[config.mk]
export PLATFORM = sky130hd
export DESIGN_NAME = alu_sequencer_flat
export DESIGN_NICKNAME = d
export VERILOG_FILES = /design/src/rtl/alu_sequencer_if.sv /design/src/rtl/alu_sequencer.sv /design/src/flat_wrapper.sv
export SDC_FILE = /design/constraint.sdc
export NUM_CORES = 1
export LEC_CHECK = 0
export CAP_MARGIN = 10
export CORE_MARGIN = 2
export CORE_UTILIZATION = 40
export DETAILED_ROUTE_END_ITERATION = 8
export GPL_TIMING_DRIVEN = 0
export PLACE_DENSITY = 0.88
export SYNTH_ARGS = -nofsm -noshare
export SYNTH_HDL_FRONTEND = slang
export SYNTH_SLANG_ARGS = --single-unit
[constraint.sdc]
create_clock -name clk -period 2 [get_ports clk]
set_input_delay 0.4 -clock clk [delete_from_list [all_inputs] [get_ports clk]]
set_output_delay 0.4 -clock clk [all_outputs]
set_load 0.01 [all_outputs]
[src/rtl/alu_sequencer_if.sv]
// alu_sequencer_if: request, ALU and response signals of the ALU sequencer
interface alu_sequencer_if #(parameter int WIDTH = 16, parameter int OPW = 8);
  logic req_valid, req_ready;
  logic [OPW-1:0] req_opcode;
  logic [WIDTH-1:0] req_a, req_b;
  logic [WIDTH-1:0] alu_a, alu_b, alu_c;
  logic [OPW-1:0] alu_opcode;
  logic alu_carry, alu_flag, alu_low;
  logic rsp_valid, rsp_ready, rsp_error;
  logic [WIDTH-1:0] rsp_c;
  logic flag_carry, flag_overflow, flag_low, flag_negative, flag_zero;
  modport master (
    output req_valid, req_opcode, req_a, req_b, alu_c, alu_carry, alu_flag, alu_low, rsp_ready,
    input req_ready, alu_a, alu_b, alu_opcode, rsp_valid, rsp_c, rsp_error,
    input flag_carry, flag_overflow, flag_low, flag_negative, flag_zero
  );
  modport slave (
    input req_valid, req_opcode, req_a, req_b, alu_c, alu_carry, alu_flag, alu_low, rsp_ready,
    output req_ready, alu_a, alu_b, alu_opcode, rsp_valid, rsp_c, rsp_error,
    output flag_carry, flag_overflow, flag_low, flag_negative, flag_zero
  );
endinterface

[src/rtl/alu_sequencer.sv]
// alu_sequencer: valid/ready sequencer for the 16-bit ALU; define ALU_SEQ_FLAGS_EN to include the PSR flag register
module alu_sequencer #(
  parameter int WIDTH = 16,
  parameter int OPW = 8,
  parameter int NOP_OP = 24,
  parameter int MAX_OP = 23
) (
  input logic clk,
  input logic reset,
  alu_sequencer_if.slave s
);
  localparam logic [OPW-1:0] NOP = OPW'(NOP_OP);
  localparam logic [OPW-1:0] MAX = OPW'(MAX_OP);
  localparam logic [OPW-1:0] ADD_HI = OPW'(9);
  localparam logic [OPW-1:0] CMP_HI = OPW'(13);
  typedef enum logic [1:0] {IDLE, EXEC, RESP} state_t;
  state_t state, state_n;
  always_comb begin
    state_n = state;
    if (state == IDLE && s.req_valid) state_n = s.req_opcode <= MAX ? EXEC : RESP;
    if (state == EXEC) state_n = RESP;
    if (state == RESP && s.rsp_ready) state_n = IDLE;
  end
  assign s.req_ready = state == IDLE;
  assign s.rsp_valid = state == RESP;
  always_ff @(posedge clk) begin
    if (reset) begin
      state <= IDLE;
      s.alu_a <= '0;
      s.alu_b <= '0;
      s.alu_opcode <= NOP;
      s.rsp_c <= '0;
      s.rsp_error <= 1'b0;
    end else begin
      state <= state_n;
      if (state == IDLE && s.req_valid) begin
        s.alu_a <= s.req_a;
        s.alu_b <= s.req_b;
        s.alu_opcode <= s.req_opcode > NOP ? NOP : s.req_opcode;
        s.rsp_c <= '0;
        s.rsp_error <= s.req_opcode > NOP;
      end
      if (state == EXEC) s.rsp_c <= s.alu_c;
      if (state == RESP && s.rsp_ready) s.alu_opcode <= NOP;
    end
  end
`ifdef ALU_SEQ_FLAGS_EN
  logic carry, ovf, low, neg, zero;
  // only legal opcodes reach EXEC, so anything above CMP_HI is logic/shift
  always_ff @(posedge clk) begin
    if (reset) begin
      {carry, ovf, low, neg, zero} <= '0;
    end else if (state == EXEC) begin
      if (s.alu_opcode <= ADD_HI) {carry, ovf} <= {s.alu_carry, s.alu_flag};
      if (s.alu_opcode > ADD_HI && s.alu_opcode <= CMP_HI) low <= s.alu_low;
      if (s.alu_opcode <= ADD_HI || s.alu_opcode > CMP_HI) {neg, zero} <= {s.alu_c[WIDTH-1], s.alu_c == '0};
    end
  end
  assign {s.flag_carry, s.flag_overflow, s.flag_low, s.flag_negative, s.flag_zero} = {carry, ovf, low, neg, zero};
`else
  logic unused_alu_status;
  assign unused_alu_status = ^{s.alu_carry, s.alu_flag, s.alu_low};
  assign {s.flag_carry, s.flag_overflow, s.flag_low, s.flag_negative, s.flag_zero} = '0;
`endif
endmodule

[src/flat_wrapper.sv]
// flat-port wrapper written by rule: the top's interface ports become plain ports
module alu_sequencer_flat 
#(
  parameter int WIDTH = 16,
  parameter int OPW = 8,
  parameter int NOP_OP = 24,
  parameter int MAX_OP = 23
)
  (clk, reset, s_req_valid, s_req_opcode, s_req_a, s_req_b, s_alu_c, s_alu_carry, s_alu_flag, s_alu_low, s_rsp_ready, s_req_ready, s_alu_a, s_alu_b, s_alu_opcode, s_rsp_valid, s_rsp_c, s_rsp_error, s_flag_carry, s_flag_overflow, s_flag_low, s_flag_negative, s_flag_zero);
  alu_sequencer_if #(.WIDTH(WIDTH), .OPW(OPW)) s_i ();
  input logic clk;
  input logic reset;
  input wire logic [$bits(s_i.req_valid)-1:0] s_req_valid;
  input wire logic [$bits(s_i.req_opcode)-1:0] s_req_opcode;
  input wire logic [$bits(s_i.req_a)-1:0] s_req_a;
  input wire logic [$bits(s_i.req_b)-1:0] s_req_b;
  input wire logic [$bits(s_i.alu_c)-1:0] s_alu_c;
  input wire logic [$bits(s_i.alu_carry)-1:0] s_alu_carry;
  input wire logic [$bits(s_i.alu_flag)-1:0] s_alu_flag;
  input wire logic [$bits(s_i.alu_low)-1:0] s_alu_low;
  input wire logic [$bits(s_i.rsp_ready)-1:0] s_rsp_ready;
  output wire logic [$bits(s_i.req_ready)-1:0] s_req_ready;
  output wire logic [$bits(s_i.alu_a)-1:0] s_alu_a;
  output wire logic [$bits(s_i.alu_b)-1:0] s_alu_b;
  output wire logic [$bits(s_i.alu_opcode)-1:0] s_alu_opcode;
  output wire logic [$bits(s_i.rsp_valid)-1:0] s_rsp_valid;
  output wire logic [$bits(s_i.rsp_c)-1:0] s_rsp_c;
  output wire logic [$bits(s_i.rsp_error)-1:0] s_rsp_error;
  output wire logic [$bits(s_i.flag_carry)-1:0] s_flag_carry;
  output wire logic [$bits(s_i.flag_overflow)-1:0] s_flag_overflow;
  output wire logic [$bits(s_i.flag_low)-1:0] s_flag_low;
  output wire logic [$bits(s_i.flag_negative)-1:0] s_flag_negative;
  output wire logic [$bits(s_i.flag_zero)-1:0] s_flag_zero;
  assign s_i.req_valid = s_req_valid;
  assign s_i.req_opcode = s_req_opcode;
  assign s_i.req_a = s_req_a;
  assign s_i.req_b = s_req_b;
  assign s_i.alu_c = s_alu_c;
  assign s_i.alu_carry = s_alu_carry;
  assign s_i.alu_flag = s_alu_flag;
  assign s_i.alu_low = s_alu_low;
  assign s_i.rsp_ready = s_rsp_ready;
  assign s_req_ready = s_i.req_ready;
  assign s_alu_a = s_i.alu_a;
  assign s_alu_b = s_i.alu_b;
  assign s_alu_opcode = s_i.alu_opcode;
  assign s_rsp_valid = s_i.rsp_valid;
  assign s_rsp_c = s_i.rsp_c;
  assign s_rsp_error = s_i.rsp_error;
  assign s_flag_carry = s_i.flag_carry;
  assign s_flag_overflow = s_i.flag_overflow;
  assign s_flag_low = s_i.flag_low;
  assign s_flag_negative = s_i.flag_negative;
  assign s_flag_zero = s_i.flag_zero;
  alu_sequencer #(.WIDTH(WIDTH), .OPW(OPW), .NOP_OP(NOP_OP), .MAX_OP(MAX_OP)) u_core (.clk(clk), .reset(reset), .s(s_i));
endmodule
**Word-level counts from Yosys, hierarchy flattened**

Cells that the tools add are included.

- Register bits after elaboration: 59
- Output and inout bits: 64
- Logic and storage cells: 23

- $lt $le $gt $ge: 2
- Eq/ne operators: 2
- Multiplexer cells: 6
- Reductions and logical operators: 6

Operators with widths:

| operator | count |
|---|---|
| 16-bit 2-to-1 mux | 2 |
| 8-bit by 5-bit greater-than comparator with 1-bit output (second input constant) | 1 |
| 8-bit by 5-bit less-or-equal comparator with 1-bit output (second input constant) | 1 |
| 8-bit 2-to-1 mux | 1 |
| 2-bit 2-to-1 mux | 3 |
| 3-bit OR reduction | 1 |
| 2-bit by 1-bit equality test with 1-bit output (second input constant) | 1 |
| 2-bit equality test (second input constant) | 1 |
| 1-bit logical AND | 2 |
| 2-bit logical NOT | 1 |
| 2-bit nonzero test | 1 |
| 2-bit OR reduction | 1 |

**Depth between registers and ports, before layout**

- Word-level depth: 4
- Gate-level depth with buffers: 5

**Worst setup path before layout**

Ideal clock, no wire load.

- Path kind: input to register
- Start: input port s_req_valid
- End: register u_core.s.alu_a[10]
- Data arrival time: 1.167 ns
- Data required time: 1.868 ns
- Setup slack: 0.700 ns
- Stages: 5
- Path through: or3b_1 > buf_4 > buf_6 > nand2_1 > a21oi_1

- Word-level cells in the longest chain between the ends: 1

Ends and longest elaborated chain:

| item | RTL line | source |
|---|---|---|
| start: declaration | flat_wrapper.sv:13 | `input wire logic [$bits(s_i.req_valid)-1:0] s_req_valid;` |
| 1-bit logical AND | alu_sequencer.sv:36 | `if (state == IDLE && s.req_valid) begin` |
| end signal: assignment | alu_sequencer.sv:37 | `s.alu_a <= s.req_a;` |
| end: declaration | alu_sequencer_if.sv:19 | `output req_ready, alu_a, alu_b, alu_opcode, rsp_valid, rsp_c, rsp_error,` |

Every way passes these cells.
A chain may end at the register's enable or synchronous reset.

**Worst setup path after layout**

- Start: register u_core.state[0]
- End: output port s_req_ready

- Word-level cells in the longest chain between the ends: 1

Ends and longest elaborated chain:

| item | RTL line | source |
|---|---|---|
| start: declaration | alu_sequencer.sv:17 | `state_t state, state_n;` |
| start signal: assignment | alu_sequencer.sv:35 | `state <= state_n;` |
| 2-bit logical NOT | alu_sequencer.sv:24 | `assign s.req_ready = state == IDLE;` |
| end: declaration | flat_wrapper.sv:22 | `output wire logic [$bits(s_i.req_ready)-1:0] s_req_ready;` |

Every way passes these cells.

==> results.md <==
- First-pass GRT wire length: 9.94 mm
- Status: finished, final reports clean
- Detailed-route via count: 2,254
- FF/Latch Area: 1180 um^2
- PostCTS Resize Cnt: 1
- Synth-to-Final Area Change: 67.4%
- Die Span X: 77.6 um
- Largest area contributor in the netlist: dfxtp_1
- Crit path launch type: register
- Post-Syn Instances: 265
- Final TNS setup: 0 ns
- Max_cap viols: 0
- CORE AREA: a little over 5000 um^2
- Top Metal Used: met4
- Main combinational cell family by area after synthesis: simple AND/OR/NAND/NOR gates
- Arr. time, crit path: 1.44 ns
- Relative slew slack: 60.7%
- Rows: 26
- Tcrit/Tclk final: about 90%
- Most common cell in the netlist: nand2_1
- Num CTS Buffers: 9
- Maximum clock path buffer count: 2
- Fin. max-slew vios: 0
- Final hold viol count: 0
- CTS Sinks: 59
- Port bufs: 117
- CP peak stage delay: ~0.58 ns
- Clock Latency Late Sink: 0.31 ns
- Mux share of post-synthesis cell area: 0%
- Starting density of the core: 41.9%
- Ys Warns: 0
- ANT nets after route: 0
- Routed WL: 6.06 mm
- Hold/Removal Path Class: register to register
- All-layer global routing usage: just over 20%
- Top cells by count, synth: nand2_1, dfxtp_1, a21oi_1
- Max Freq: between 500 and 600 MHz
- Post-Synth Adder-Cell Area: 0%
- Largest net degree at the start of global routing: 11
- Final Power: 2.64 mW
- Seq/Total Area, Yosys: 54.5%
- Pwr dens: 728 nW/um^2
- ANT cells: 0
- Crit-path max FO: 7
- CP Data Required Time: 1.60 ns
- P_leak: 1.35 nW
- Area after DPL: 3440 um^2
- Synthesized flop and latch total: 59
- XOR/XNOR share of the synthesized area: 0%
- Final hold slack: 0.453 ns
- Filler cells: 401
- Io pins: around 130
- Critical-path top delay cell: clkdlybuf4s50_1
- Syn_area_per_cell: 8.18 um^2
- RSZ-0062 raised after global routing: false
- Finished Cell Area: 3630 um^2
- Fraction of layout cells with a size suffix above 1: under 10%
- Worst slew pin tran: 0.588 ns
- Cell area after synthesis: between 2000 and 2500 um^2
- Critical path type: register to primary output
- Grt ovf: 0
- Crit. End Element: primary output
- Clock skew: 0.00363 ns
- Number of synthesized flops with an enable pin: 0
- Metal3 WL: between 300 and 400 um
- Peak VDD IR: a little over 0.5 mV
- H-Tree Level Count: 3
- Placer congestion estimate: 0.779
- CTS tree: done
- Netlist cell types: 24
- Metal1 wirelength: 2.64 mm
- Area contributors post-synth: dfxtp_1, nand2_1, a21oi_1, nand3_1, buf_4
- Final Critical Period: 1.84 ns
- Setup Viol. Count Final: 0
- Share of flip-flops with an asynchronous set or reset: 0%
- Area share of the largest cell type after synthesis: a little over half
- Compound-Gate Fraction of Synth Area: 14.5%
- Initial DRC count: 47
- Critical path cell sequence: nor2_1 > clkdlybuf4s50_1
- DRC viols: 0
- Synth Area in Simple Gates: between 20% and 30%
- Wire per inst: 12.9 um
- Die area: 6020 um^2
- Clock-pin slew on the worst setup and hold paths: about 0.06 ns
- Post-CTS setup buffers: 0
- Detailed-route vias per instance: 4.79
- Die H: 77.6 um
- Met2 WL: 2.96 mm
- Area of the multi-input gates: 858 um^2
- Layout Nets: between 400 and 500
- First drt pass iteration count: 4
- Initial antenna violation count: 0
- Vias in the first global route: 2,159
- Clk root buf: clkbuf_8
- Post-synth top flop: dfxtp_1
- Post-cts hold buffer count: 0
- DP HPWL: 4.57 mm
final timing paths:
kind | start | endpoint | slack (ns) | depth (start not counted)
max | u_core.state[0] | s_req_ready | 0.16 | 2
min | u_core.s.alu_b[2] | u_core.s.alu_b[2] | 0.45 | 2
max reg2reg | u_core.state[0] | u_core.s.alu_opcode[4] | 0.55 | 4
min reg2reg | u_core.s.alu_b[2] | u_core.s.alu_b[2] | 0.45 | 2
critical path, delay by kind of cell (launching register included):
kind | cells | cell delay, ns
buffers and inverters | 1 | 0.58
DFF | 1 | 0.38
and+or+nand+nor | 1 | 0.17
power breakdown:
| part | switching [mW] | internal [mW] | total, mW |
|---|---|---|---|
| Combinational | 0.181 | 0.246 | 0.427 |
| Sequential | 0.0254 | 1.22 | 1.25 |
| Clock | 0.423 | 0.541 | 0.963 |
layer usage:
layer  global-route usage [%]  vias to the layer above
met5                        0                        -
met4                     8.57                        0
met3                     5.70                       11
met1                     24.3                     1037
li1                         -                     1132
met2                     34.7                       74
metrics by stage:
step | util (%) | std cells | worst slack (ns)
finish | 70.2 | 471 | 0.157
global route | 70.2 | 471 | 0.0239
CTS | 70.0 | 471 | 0.0260
detailed placement | 66.5 | 456 | 0.0684
global placement | 66.5 | 456 | 0.0692
floorplan | - | 269 | 0.700
flip-flops by register name (all words and copies together) (netlist names):
| register | flops |
|---|---|
| u_core.s.alu_a | 16 |
| u_core.s.alu_b | 16 |
| u_core.s.alu_opcode | 8 |
| u_core.s.rsp_c | 16 |
| u_core.s.rsp_error | 1 |
| u_core.state | 2 |
cell families after synthesis:
kind of cell,after synthesis
flops,59
other cells,1
compound gates,59
simple gates,121
buf+inv,25
layout by cell type (no fill, tap or decap), drive strengths merged:
cell type | Yosys | final
clkdlybuf4s50 | 0 | 117
nand2 | 83 | 83
dfxtp | 59 | 59
a21oi | 53 | 53
clkbuf | 9 | 22
nand3 | 19 | 19
buf | 16 | 16
nor2 | 5 | 5
conb | 1 | 5
nor3 | 4 | 4
and3 | 3 | 3
nand2b | 2 | 2
o21ai | 2 | 2
clkinv | 0 | 2
nor2b | 2 | 2
nor3b | 1 | 1
or3b | 1 | 1
or3 | 1 | 1
a2111oi | 1 | 1
a21o | 1 | 1
a22oi | 1 | 1
o311a | 1 | 1
layout make-up:
| cell class | instances | area share, % |
|---|---|---|
| multi-input cells | 185 | 23.7 |
| flip-flops and latches | 59 | 32.6 |
| repair buffers | 117 | 32.3 |
| clock buffers | 13 | 4.66 |
| clock inverters | 2 | 0.276 |
| plain buffers | 25 | 4.14 |
| well taps | 70 | 2.41 |
Note: power is estimated with default switching activity, not from simulation.
